--- config.mk ---
export PLATFORM = sky130hd
export DESIGN_NAME = calc_host_seq_flat
export DESIGN_NICKNAME = d
export VERILOG_FILES = /design/src/rtl/calc_host_seq_if.sv /design/src/rtl/calc_host_seq.sv /design/src/flat_wrapper.sv
export SDC_FILE = /design/constraint.sdc
export NUM_CORES = 1
export LEC_CHECK = 0
export CAP_MARGIN = 40
export CORE_MARGIN = 2
export CORE_UTILIZATION = 50
export CTS_CLUSTER_SIZE = 12
export DETAILED_ROUTE_END_ITERATION = 16
export GPL_TIMING_DRIVEN = 0
export PLACE_DENSITY = 0.9
export SYNTH_ARGS = -nofsm -noshare
export SYNTH_HDL_FRONTEND = slang
export SYNTH_SLANG_ARGS = --single-unit
--- constraint.sdc ---
create_clock -name clk -period 3.3 [get_ports clk]
set_input_delay 0.495 -clock clk [delete_from_list [all_inputs] [get_ports clk]]
set_output_delay 0.495 -clock clk [all_outputs]
set_load 0.05 [all_outputs]
--- src/rtl/calc_host_seq_if.sv ---
// Command bit map and host/device bus bundle for calc_host_seq.
// One request in, one response out, byte-serial device port.
package cmd_bits;
    localparam int b_addop  = 0;
    localparam int b_subop  = 1;
    localparam int b_addres = 2;
    localparam int b_subres = 3;
    localparam int b_op_2   = 4;
    localparam int b_tx     = 5;
endpackage

interface calc_host_seq_if #(
    parameter int DW = 8
);
    logic          req_valid;
    logic          req_ready;
    logic [DW-1:0] req_cmd;
    logic [DW-1:0] req_op1;
    logic [DW-1:0] req_op2;
    logic          rsp_valid;
    logic          rsp_ready;
    logic [DW-1:0] rsp_data;
    logic          rsp_err;
    logic          dev_cs;
    logic [DW-1:0] dev_din;
    logic          dev_busy;
    logic [DW-1:0] dev_dout;
    logic          dev_drdy;

    modport slave (
        input  req_valid, req_cmd, req_op1, req_op2,
        input  rsp_ready,
        input  dev_busy, dev_dout, dev_drdy,
        output req_ready,
        output rsp_valid, rsp_data, rsp_err,
        output dev_cs, dev_din
    );

    modport master (
        output req_valid, req_cmd, req_op1, req_op2,
        output rsp_ready,
        output dev_busy, dev_dout, dev_drdy,
        input  req_ready,
        input  rsp_valid, rsp_data, rsp_err,
        input  dev_cs, dev_din
    );
endinterface

--- src/rtl/calc_host_seq.sv ---
// Host-side sequencer: serialises a request onto the device bus,
// waits for busy/drdy with timeouts, and returns a response.
module calc_host_seq
    import cmd_bits::*;
#(
    parameter int DW      = 8,
    parameter int TIMEOUT = 255
) (
    input  logic           clk,
    input  logic           rst,
    calc_host_seq_if.slave bus
);

    localparam int CW = $clog2(TIMEOUT + 1);
    localparam logic [CW-1:0] CLAST = CW'(TIMEOUT - 1);
    localparam logic [CW-1:0] CMAX  = CW'(TIMEOUT);

    typedef enum logic [2:0] {
        S_IDLE,
        S_WBUSY,
        S_CMD,
        S_OP1,
        S_OP2,
        S_WRDY,
        S_RESP
    } state_t;

    state_t        state_q, state_d;
    logic [DW-1:0] cmd_q, cmd_d;
    logic [DW-1:0] op1_q, op1_d;
    logic [DW-1:0] op2_q, op2_d;
    logic [CW-1:0] cnt_q, cnt_d;
    logic [DW-1:0] data_q, data_d;
    logic          err_q, err_d;
    logic          cs_q, cs_d;
    logic [DW-1:0] din_q, din_d;
    logic          valid_q, valid_d;
    logic          rdy_q, rdy_d;

    logic          need_op1;
    logic          need_op2;
    logic          need_rd;
    logic [CW-1:0] cnt_inc;
    state_t        after_cmd;
    state_t        after_op1;
    state_t        after_op2;

    assign need_op1 = cmd_q[b_addop] | cmd_q[b_subop]
                    | cmd_q[b_addres] | cmd_q[b_subres];
    assign need_op2 = cmd_q[b_op_2];
    assign need_rd  = cmd_q[b_tx];

    // Saturating so a huge TIMEOUT never lets the count wrap.
    assign cnt_inc = (cnt_q == CMAX) ? cnt_q : cnt_q + CW'(1);

    always_comb begin
        after_op2 = need_rd ? S_WRDY : S_RESP;
        after_op1 = need_op2 ? S_OP2 : after_op2;
        after_cmd = need_op1 ? S_OP1 : after_op1;
    end

    always_comb begin
        state_d = state_q;
        cmd_d   = cmd_q;
        op1_d   = op1_q;
        op2_d   = op2_q;
        cnt_d   = cnt_q;
        data_d  = data_q;
        err_d   = err_q;
        case (state_q)
            S_IDLE: begin
                if (bus.req_valid) begin
                    cmd_d   = bus.req_cmd;
                    op1_d   = bus.req_op1;
                    op2_d   = bus.req_op2;
                    cnt_d   = '0;
                    data_d  = '0;
                    err_d   = 1'b0;
                    state_d = S_WBUSY;
                end
            end
            S_WBUSY: begin
                if (!bus.dev_busy) begin
                    state_d = S_CMD;
                end else if (cnt_q == CLAST) begin
                    data_d  = '0;
                    err_d   = 1'b1;
                    state_d = S_RESP;
                end else begin
                    cnt_d = cnt_inc;
                end
            end
            S_CMD: begin
                cnt_d   = '0;
                state_d = after_cmd;
            end
            S_OP1: begin
                cnt_d   = '0;
                state_d = after_op1;
            end
            S_OP2: begin
                cnt_d   = '0;
                state_d = after_op2;
            end
            S_WRDY: begin
                // A late drdy coinciding with the timeout still wins.
                if (bus.dev_drdy) begin
                    data_d  = bus.dev_dout;
                    err_d   = 1'b0;
                    state_d = S_RESP;
                end else if (cnt_q == CLAST) begin
                    data_d  = '0;
                    err_d   = 1'b1;
                    state_d = S_RESP;
                end else begin
                    cnt_d = cnt_inc;
                end
            end
            S_RESP: begin
                if (bus.rsp_ready) begin
                    data_d  = '0;
                    err_d   = 1'b0;
                    state_d = S_IDLE;
                end
            end
            default: begin
                cnt_d   = '0;
                data_d  = '0;
                err_d   = 1'b0;
                state_d = S_IDLE;
            end
        endcase
    end

    always_comb begin
        cs_d    = (state_d == S_CMD);
        valid_d = (state_d == S_RESP);
        rdy_d   = (state_d == S_IDLE);
        din_d   = '0;
        unique case (1'b1)
            (state_d == S_CMD): din_d = cmd_d;
            (state_d == S_OP1): din_d = op1_d;
            (state_d == S_OP2): din_d = op2_d;
            default:            din_d = '0;
        endcase
    end

    always_ff @(posedge clk or negedge rst) begin
        if (!rst) begin
            state_q <= S_IDLE;
            cmd_q   <= '0;
            op1_q   <= '0;
            op2_q   <= '0;
            cnt_q   <= '0;
            data_q  <= '0;
            err_q   <= 1'b0;
            cs_q    <= 1'b0;
            din_q   <= '0;
            valid_q <= 1'b0;
            rdy_q   <= 1'b1;
        end else begin
            state_q <= state_d;
            cmd_q   <= cmd_d;
            op1_q   <= op1_d;
            op2_q   <= op2_d;
            cnt_q   <= cnt_d;
            data_q  <= data_d;
            err_q   <= err_d;
            cs_q    <= cs_d;
            din_q   <= din_d;
            valid_q <= valid_d;
            rdy_q   <= rdy_d;
        end
    end

    assign bus.req_ready = rdy_q;
    assign bus.rsp_valid = valid_q;
    assign bus.rsp_data  = data_q;
    assign bus.rsp_err   = err_q;
    assign bus.dev_cs    = cs_q;
    assign bus.dev_din   = din_q;

endmodule

--- src/flat_wrapper.sv ---
// flat-port wrapper written by rule: the top's interface ports become plain ports
module calc_host_seq_flat import cmd_bits::*;
#(
    parameter int DW      = 8,
    parameter int TIMEOUT = 255
)
  (clk, rst, bus_req_valid, bus_req_cmd, bus_req_op1, bus_req_op2, bus_rsp_ready, bus_dev_busy, bus_dev_dout, bus_dev_drdy, bus_req_ready, bus_rsp_valid, bus_rsp_data, bus_rsp_err, bus_dev_cs, bus_dev_din);
  calc_host_seq_if #(.DW(DW)) bus_i ();
  input  logic clk;
  input  logic rst;
  input wire logic [$bits(bus_i.req_valid)-1:0] bus_req_valid;
  input wire logic [$bits(bus_i.req_cmd)-1:0] bus_req_cmd;
  input wire logic [$bits(bus_i.req_op1)-1:0] bus_req_op1;
  input wire logic [$bits(bus_i.req_op2)-1:0] bus_req_op2;
  input wire logic [$bits(bus_i.rsp_ready)-1:0] bus_rsp_ready;
  input wire logic [$bits(bus_i.dev_busy)-1:0] bus_dev_busy;
  input wire logic [$bits(bus_i.dev_dout)-1:0] bus_dev_dout;
  input wire logic [$bits(bus_i.dev_drdy)-1:0] bus_dev_drdy;
  output wire logic [$bits(bus_i.req_ready)-1:0] bus_req_ready;
  output wire logic [$bits(bus_i.rsp_valid)-1:0] bus_rsp_valid;
  output wire logic [$bits(bus_i.rsp_data)-1:0] bus_rsp_data;
  output wire logic [$bits(bus_i.rsp_err)-1:0] bus_rsp_err;
  output wire logic [$bits(bus_i.dev_cs)-1:0] bus_dev_cs;
  output wire logic [$bits(bus_i.dev_din)-1:0] bus_dev_din;
  assign bus_i.req_valid = bus_req_valid;
  assign bus_i.req_cmd = bus_req_cmd;
  assign bus_i.req_op1 = bus_req_op1;
  assign bus_i.req_op2 = bus_req_op2;
  assign bus_i.rsp_ready = bus_rsp_ready;
  assign bus_i.dev_busy = bus_dev_busy;
  assign bus_i.dev_dout = bus_dev_dout;
  assign bus_i.dev_drdy = bus_dev_drdy;
  assign bus_req_ready = bus_i.req_ready;
  assign bus_rsp_valid = bus_i.rsp_valid;
  assign bus_rsp_data = bus_i.rsp_data;
  assign bus_rsp_err = bus_i.rsp_err;
  assign bus_dev_cs = bus_i.dev_cs;
  assign bus_dev_din = bus_i.dev_din;
  calc_host_seq #(.DW(DW), .TIMEOUT(TIMEOUT)) u_core (.clk(clk), .rst(rst), .bus(bus_i));
endmodule
==> results by group <==
Status
  • Status: complete, no violations

Timing
  • Fin Setup TNS: 0 ns
  • Fmax: 0.4296 GHz
  • Tmin final: 2.328 ns
  • Slew @ Worst Pin: 0.7991 ns
  • Final slew viol count: 0
  • Final setup vio count: 0
  • Max-slew headroom: 0.4667
  • Final hold viol count: 0
  • Fin crit share: 0.7054
  • RSZ-0062 raised after global routing: no
  • Worst Skew: 0.008473 ns

Clocking
  • Hold_buf cts: 0
  • Clock tree from TritonCTS: done
  • Num CTS Buffers: 5
  • Clock Tree Buf Depth: 2
  • CTS root buf: clkbuf_8
  • H-Tree Depth: 2
  • CTS Sinks: 55
  • Post-CTS Setup Repair Bufs: 0
  • # resized after CTS: 0
  • Worst skew pair latency: 0.31 ns
  • CTS clk-pin slew, worst paths: 0.09 ns

Floorplanning
  • Die W: 75.38 um
  • Initial core utilization: 0.5288
  • Site Rows: 25
  • Core area: 4817 sq um
  • Die Ht: 75.38 um
  • Die ar.: 5682 sq um
  • IO Pins: 58

Yosys
  • Yosys cell types: 47
  • Seq/Total Area, Yosys: 0.5408
  • Synth async-reset ratio: 1.000
  • Main synth FF type: dfrtp_1
  • Most common library cells after synthesis: dfrtp_1 (54), mux2_2 (19), nand2_1 (12), nor2_1 (10), nand3_1 (9)
  • Synthesized area per cell: 12.49 sq um
  • Leading area contributor after synthesis: dfrtp_1
  • Yosys reg bits: 55
  • Synth top area share: 0.5305
  • Syn Nets: 244
  • Top cells by area, synth: dfrtp_1 (53%), mux2_2 (8.4%), a221o_1 (3.1%)
  • Yosys warnings: 0
  • Netlist Area Pre-Place: 2547 sq um
  • Most instantiated library cell after synthesis: dfrtp_1
  • Syn Inst Count: 204
  • Number of enable flip-flop cells after synthesis: 0

Detailed routing
  • DRC viols: 0
  • Per-cell routed wire length: 16.66 um
  • Avg Vias per Cell: 5.650
  • Routed Antenna Nets: 0
  • Post-Route WL: 5.613 mm
  • Via Count: 1904
  • DRT Pass-1 Iters: 4
  • Drt initial violations: 150

Worst setup path
  • Reg-to-reg critical path startpoint: u_core.state_q[0]$_DFF_PN0_
  • Crit path launch: bus_req_valid
  • Arr. time, crit path: 2.51 ns
  • Crit path kind: input pin to register
  • CP endpoint kind: register
  • Crit path max fanout: 10
  • Worst Path Required: 3.49 ns
  • Startpoint Class: input pin

Job
  • Maxcap violations: 0

GRT
  • Vias in the first global route: 1899
  • GRT Total Usage: 0.2111
  • Total grt overflow: 0
  • Largest net degree at the start of global routing: 30
  • Global-route wire length before repair: 8.997 mm
  • Number of antenna violations at the first check in global routing: 0

Finish
  • Finished layout cell area: 3298 sq um
  • Area grow syn2layout: 29.47%
  • Fin util: 0.6847
  • Layout cells sized above 1: 0.1815
  • Layout net count: 309
  • Diodes inserted: 0
  • Fillers: 374

Power and ir drop
  • Pwr Density: 926.2 nW/um^2
  • Leakage: 1.384 nW
  • VDD IR-drop max: 0.6123 mV

Place
  • Routability cong.: 0.8325
  • Port bufs: 57
  • Post-DP HPWL: 4.017 mm
  • Area after DPL: 3217 sq um

Hold path
  • HP Class: input pin to async pin
path summary, 6_finish.rpt:
kind | endpoint | slack (ns) | cells after the start
worst max register to register | u_core.bus.dev_din[4]$_DFF_PN0_ | 1.11 | 5
worst min register to register | u_core.cmd_q[6]$_DFF_PN0_ | 0.50 | 1
min in group clk | u_core.cmd_q[6]$_DFF_PN0_ | 0.50 | 1
worst max-delay path | u_core.bus.dev_din[4]$_DFF_PN0_ | 0.97 | 6
max in group asynchronous | u_core.op2_q[1]$_DFF_PN0_ | 2.54 | 2
worst min-delay path | u_core.cnt_q[7]$_DFFE_PN0P_ | 0.19 | 1
where the power goes:
part	internal, mW	total (mW)	switching, mW
logic	0.660	1.57	0.909
registers	0.958	1.13	0.171
clock network	0.150	0.357	0.207
critical path, stage by stage:
cell and delay (ns):
clkdlybuf4s50_1 0.51, nor4b_4 0.48, buf_6 0.25, mux2_4 0.33
and2b_1 0.16, a221o_1 0.29
sequential cells by signal, summed over array words and instances, names as in the netlist:
name	cells
u_core.op2_q	8
u_core.state_q	3
u_core.bus.req_ready	1
u_core.bus.rsp_valid	1
u_core.op1_q	8
u_core.bus.rsp_err	1
u_core.cmd_q	8
u_core.bus.dev_din	8
u_core.cnt_q	8
u_core.bus.dev_cs	1
u_core.bus.rsp_data	8
metrics by stage:
stage | hold slack [ns] | std cells | setup WS, ns | power (mW)
after CTS | 0.1973 | 337 | 0.9564 | 3.064
after global placement | 0.4743 | 328 | 0.1654 | 2.630
final | 0.1917 | 337 | 0.9722 | 3.055
after detailed placement | 0.4789 | 329 | 0.6486 | 2.701
after global routing | 0.2407 | 337 | 0.8945 | 3.219
after floorplan | 0.1994 | 204 | 1.378 | 2.224
cells in the final DEF (no fill, tap or decap), types with 3 or more instances in the layout:
| cell type | n |
|---|---|
| o21ai_0 | 5 |
| and2b_1 | 3 |
| mux2_4 | 4 |
| clkdlybuf4s50_1 | 56 |
| o211ai_1 | 4 |
| dfrtp_1 | 54 |
| clkbuf_1 | 3 |
| buf_2 | 5 |
| a31oi_1 | 4 |
| nor2_1 | 10 |
| clkbuf_8 | 5 |
| nand2b_1 | 4 |
| a221o_1 | 8 |
| a21oi_1 | 4 |
| inv_1 | 8 |
| a22o_1 | 8 |
| nor2b_1 | 6 |
| nand3_1 | 9 |
| nand2_1 | 12 |
| mux2_2 | 19 |
cell families (layout without fill, tap and decap cells):
kind of cell,after synthesis,count (layout),share of synthesized area
adders and majority gates,2,2,0.009822
DFF,55,55,0.5408
muxes,26,26,0.1203
AOI/OAI and AO/OA,49,49,0.1636
buffers and inverters,15,81,0.02849
and+or+nand+nor,57,57,0.1370
metal layers:
layer	share of wire	global-route usage
met1	0.43	0.2780
met2	0.48	0.3362
met3	0.070	0.04894
met4	0.012	0.09162
met5	0	0
area by class of cell:
type | count | area, sq um | area share
Buffer | 7 | 42.54 | 0.01290
Clock buffer | 7 | 76.32 | 0.02314
Clock inverter | 1 | 5.005 | 0.001517
Inverter | 8 | 30.03 | 0.009105
Multi-Input combinational cell | 134 | 1097 | 0.3327
Sequential cell | 55 | 1378 | 0.4177
Tap cell | 67 | 83.83 | 0.02542
Timing Repair Buffer | 58 | 585.6 | 0.1775
(Power assumes the default switching activity.)
==> variant: new RTL, config.mk and constraints unchanged <==
`TIMEOUT` is set to 255 in 2 places; all go to 510.
--- a/src/rtl/calc_host_seq.sv
+++ b/src/rtl/calc_host_seq.sv
@@ -6,3 +6,3 @@
     parameter int DW      = 8,
-    parameter int TIMEOUT = 255
+    parameter int TIMEOUT = 510
 ) (
--- a/src/flat_wrapper.sv
+++ b/src/flat_wrapper.sv
@@ -4,3 +4,3 @@
     parameter int DW      = 8,
-    parameter int TIMEOUT = 255
+    parameter int TIMEOUT = 510
 )
Behaviour: same outputs for any inputs over 10 cycles, from zero or initial values and one cycle with rst low; that may be too few to reach the edited logic, so the function may still have changed.
==> variant against the original RTL <==
Die area is 2.5% higher; highest routed layer unchanged; synthesized area is 2.7% higher; clock skew is 0.00072 ns lower; critical endpoint is now u_core.bus.dev_din[0]; power up 3.1%; count of clock-buffer cells in the layout decreased by 1; global-route usage is 0.63 points lower; clock power is 31% higher; wire length up 0.68%; worst setup slack better by 0.045 ns; sequential cell count is 1 higher; fmax is 2.0% higher; largest power group unchanged; sequential share of layout area down 0.63 points; design area up 3.4%.
==> variant: results (changes against the original RTL) <==
----------------------------------------------------
[Timing]
  Fin Hold WS ... 0.167 ns (-0.0250 ns)
  Achievable frequency ... 0.438 GHz (+2.0%)
  Post-route clock skew ... 0.00775 ns (-0.000722 ns)
  Rel. slew slack ... 53.1% (+6.4 points)

[Setup path]
  Register-to-Register Setup Slack ... 1.16 ns (+0.05 ns)
  Cell depth of the worst flop-to-flop path ... 6 (+1)
  Delay contributed by the slowest stage of the critical path ... 0.55 ns (+0.04 ns)
  Data arrival time of the worst path ... 2.47 ns (-0.04 ns)
  FF-to-FF Start ... u_core.state_q[1]
  Worst r2r dst ... u_core.bus.dev_din[0]

[Pwr]
  Switching Share ... 41.7% (-0.43 points)
  Power per unit of standard cell area ... 924 nW/um^2 (-0.28%)
  Share of total power in the clock network ... 14.8% (+3.1 points)
  Total Power ... 3150 uW (+3.1%)

[Finish]
  Fillers ... 386 (+3.2%)
  Number of clock buffer instances in the layout ... 6 (-1)
  Total area of multi-input combinational cells ... 1130 um^2 (+2.9%)
  Inverter count of the layout excluding clock inverters ... 5 (-3)
  Total number of multi-input combinational cells ... 145 (+8.2%)
  # nets final ... 319 (+3.2%)

[Global route]
  Met2 track demand over resource ... 34.4% (+0.80 points)
  Pin count of the biggest net entering global routing ... 34 (+13%)
  Combined global-route utilization of all metal layers ... 20.5% (-0.63 points)

[Synth]
  Seq/Total Area, Yosys ... 53.6% (-0.44 points)
  Post-synthesis adder-cell area fraction ... 1.44% (+0.45 points)
  Xor-xnor portion of the synthesized cell area ... 0.670% (+0.67 points)
  Cell count after synthesis ... 213 (+4.4%)
  Most instantiated cells after synthesis ... sky130_fd_sc_hd__dfrtp_1 (55), sky130_fd_sc_hd__mux2_2 (23), sky130_fd_sc_hd__nand2_1 (12), sky130_fd_sc_hd__o21ai_0 (12), sky130_fd_sc_hd__nand3_1 (11)
  Synthesized Nets ... 254 (+4.1%)
  Number of unique standard cell types used by synthesis ... 50 (+6.4%)
  Synthesized-area fraction occupied by ao, oa, aoi and oai cells ... 14.9% (-1.5 points)
  Register bit total from synthesis ... 56 (+1.8%)
  Leading cell types by total area after synthesis ... sky130_fd_sc_hd__dfrtp_1 (53%), sky130_fd_sc_hd__mux2_2 (9.9%), sky130_fd_sc_hd__a22o_1 (2.7%), sky130_fd_sc_hd__o21ai_0 (2.3%), sky130_fd_sc_hd__a22oi_1 (2.3%)

[Route]
  Detailed-routing wirelength on met1 ... 2.43 mm (-0.33%)
  Met2 wirelength from detailed routing ... 2.83 mm (+4.3%)
  Via Count ... 1967 (+3.3%)
  Number of design-rule violations left by the first detailed-router iteration ... 102 (-32%)

[Die]
  Die W ... 76.3 um (+1.2%)

[Place]
  Placed instance count ... 341 (+3.6%)

[Run status]
  Run status ... complete, no violations

----------------------------------------------------
-- variant: cell count changes after synthesis, moves of 4 or more --
cell,before,now
sky130_fd_sc_hd__a21oi_1,4,8
sky130_fd_sc_hd__a221o_1,8,0
sky130_fd_sc_hd__a22oi_1,1,8
sky130_fd_sc_hd__inv_1,8,4
sky130_fd_sc_hd__mux2_2,19,23
sky130_fd_sc_hd__mux2_4,4,0
sky130_fd_sc_hd__nand2b_1,4,0
sky130_fd_sc_hd__nor2_1,10,5
sky130_fd_sc_hd__nor2b_1,6,0
sky130_fd_sc_hd__nor3_1,2,7
sky130_fd_sc_hd__o21ai_0,5,12
sky130_fd_sc_hd__o21ai_1,0,8
sky130_fd_sc_hd__or3_1,0,4
-- variant: kinds of logic (layout without fill, tap and decap cells) --
kind of cell             count (synthesis)  in the layout
adder cells (fa/ha/maj)                  3              3
AO/OA/AOI/OAI                           55             55
multiplexers                            24             24
XOR/XNOR                                 2              2
AND/OR/NAND/NOR                         61             61
buffers and inverters                   12             78
flip-flops                              56             56
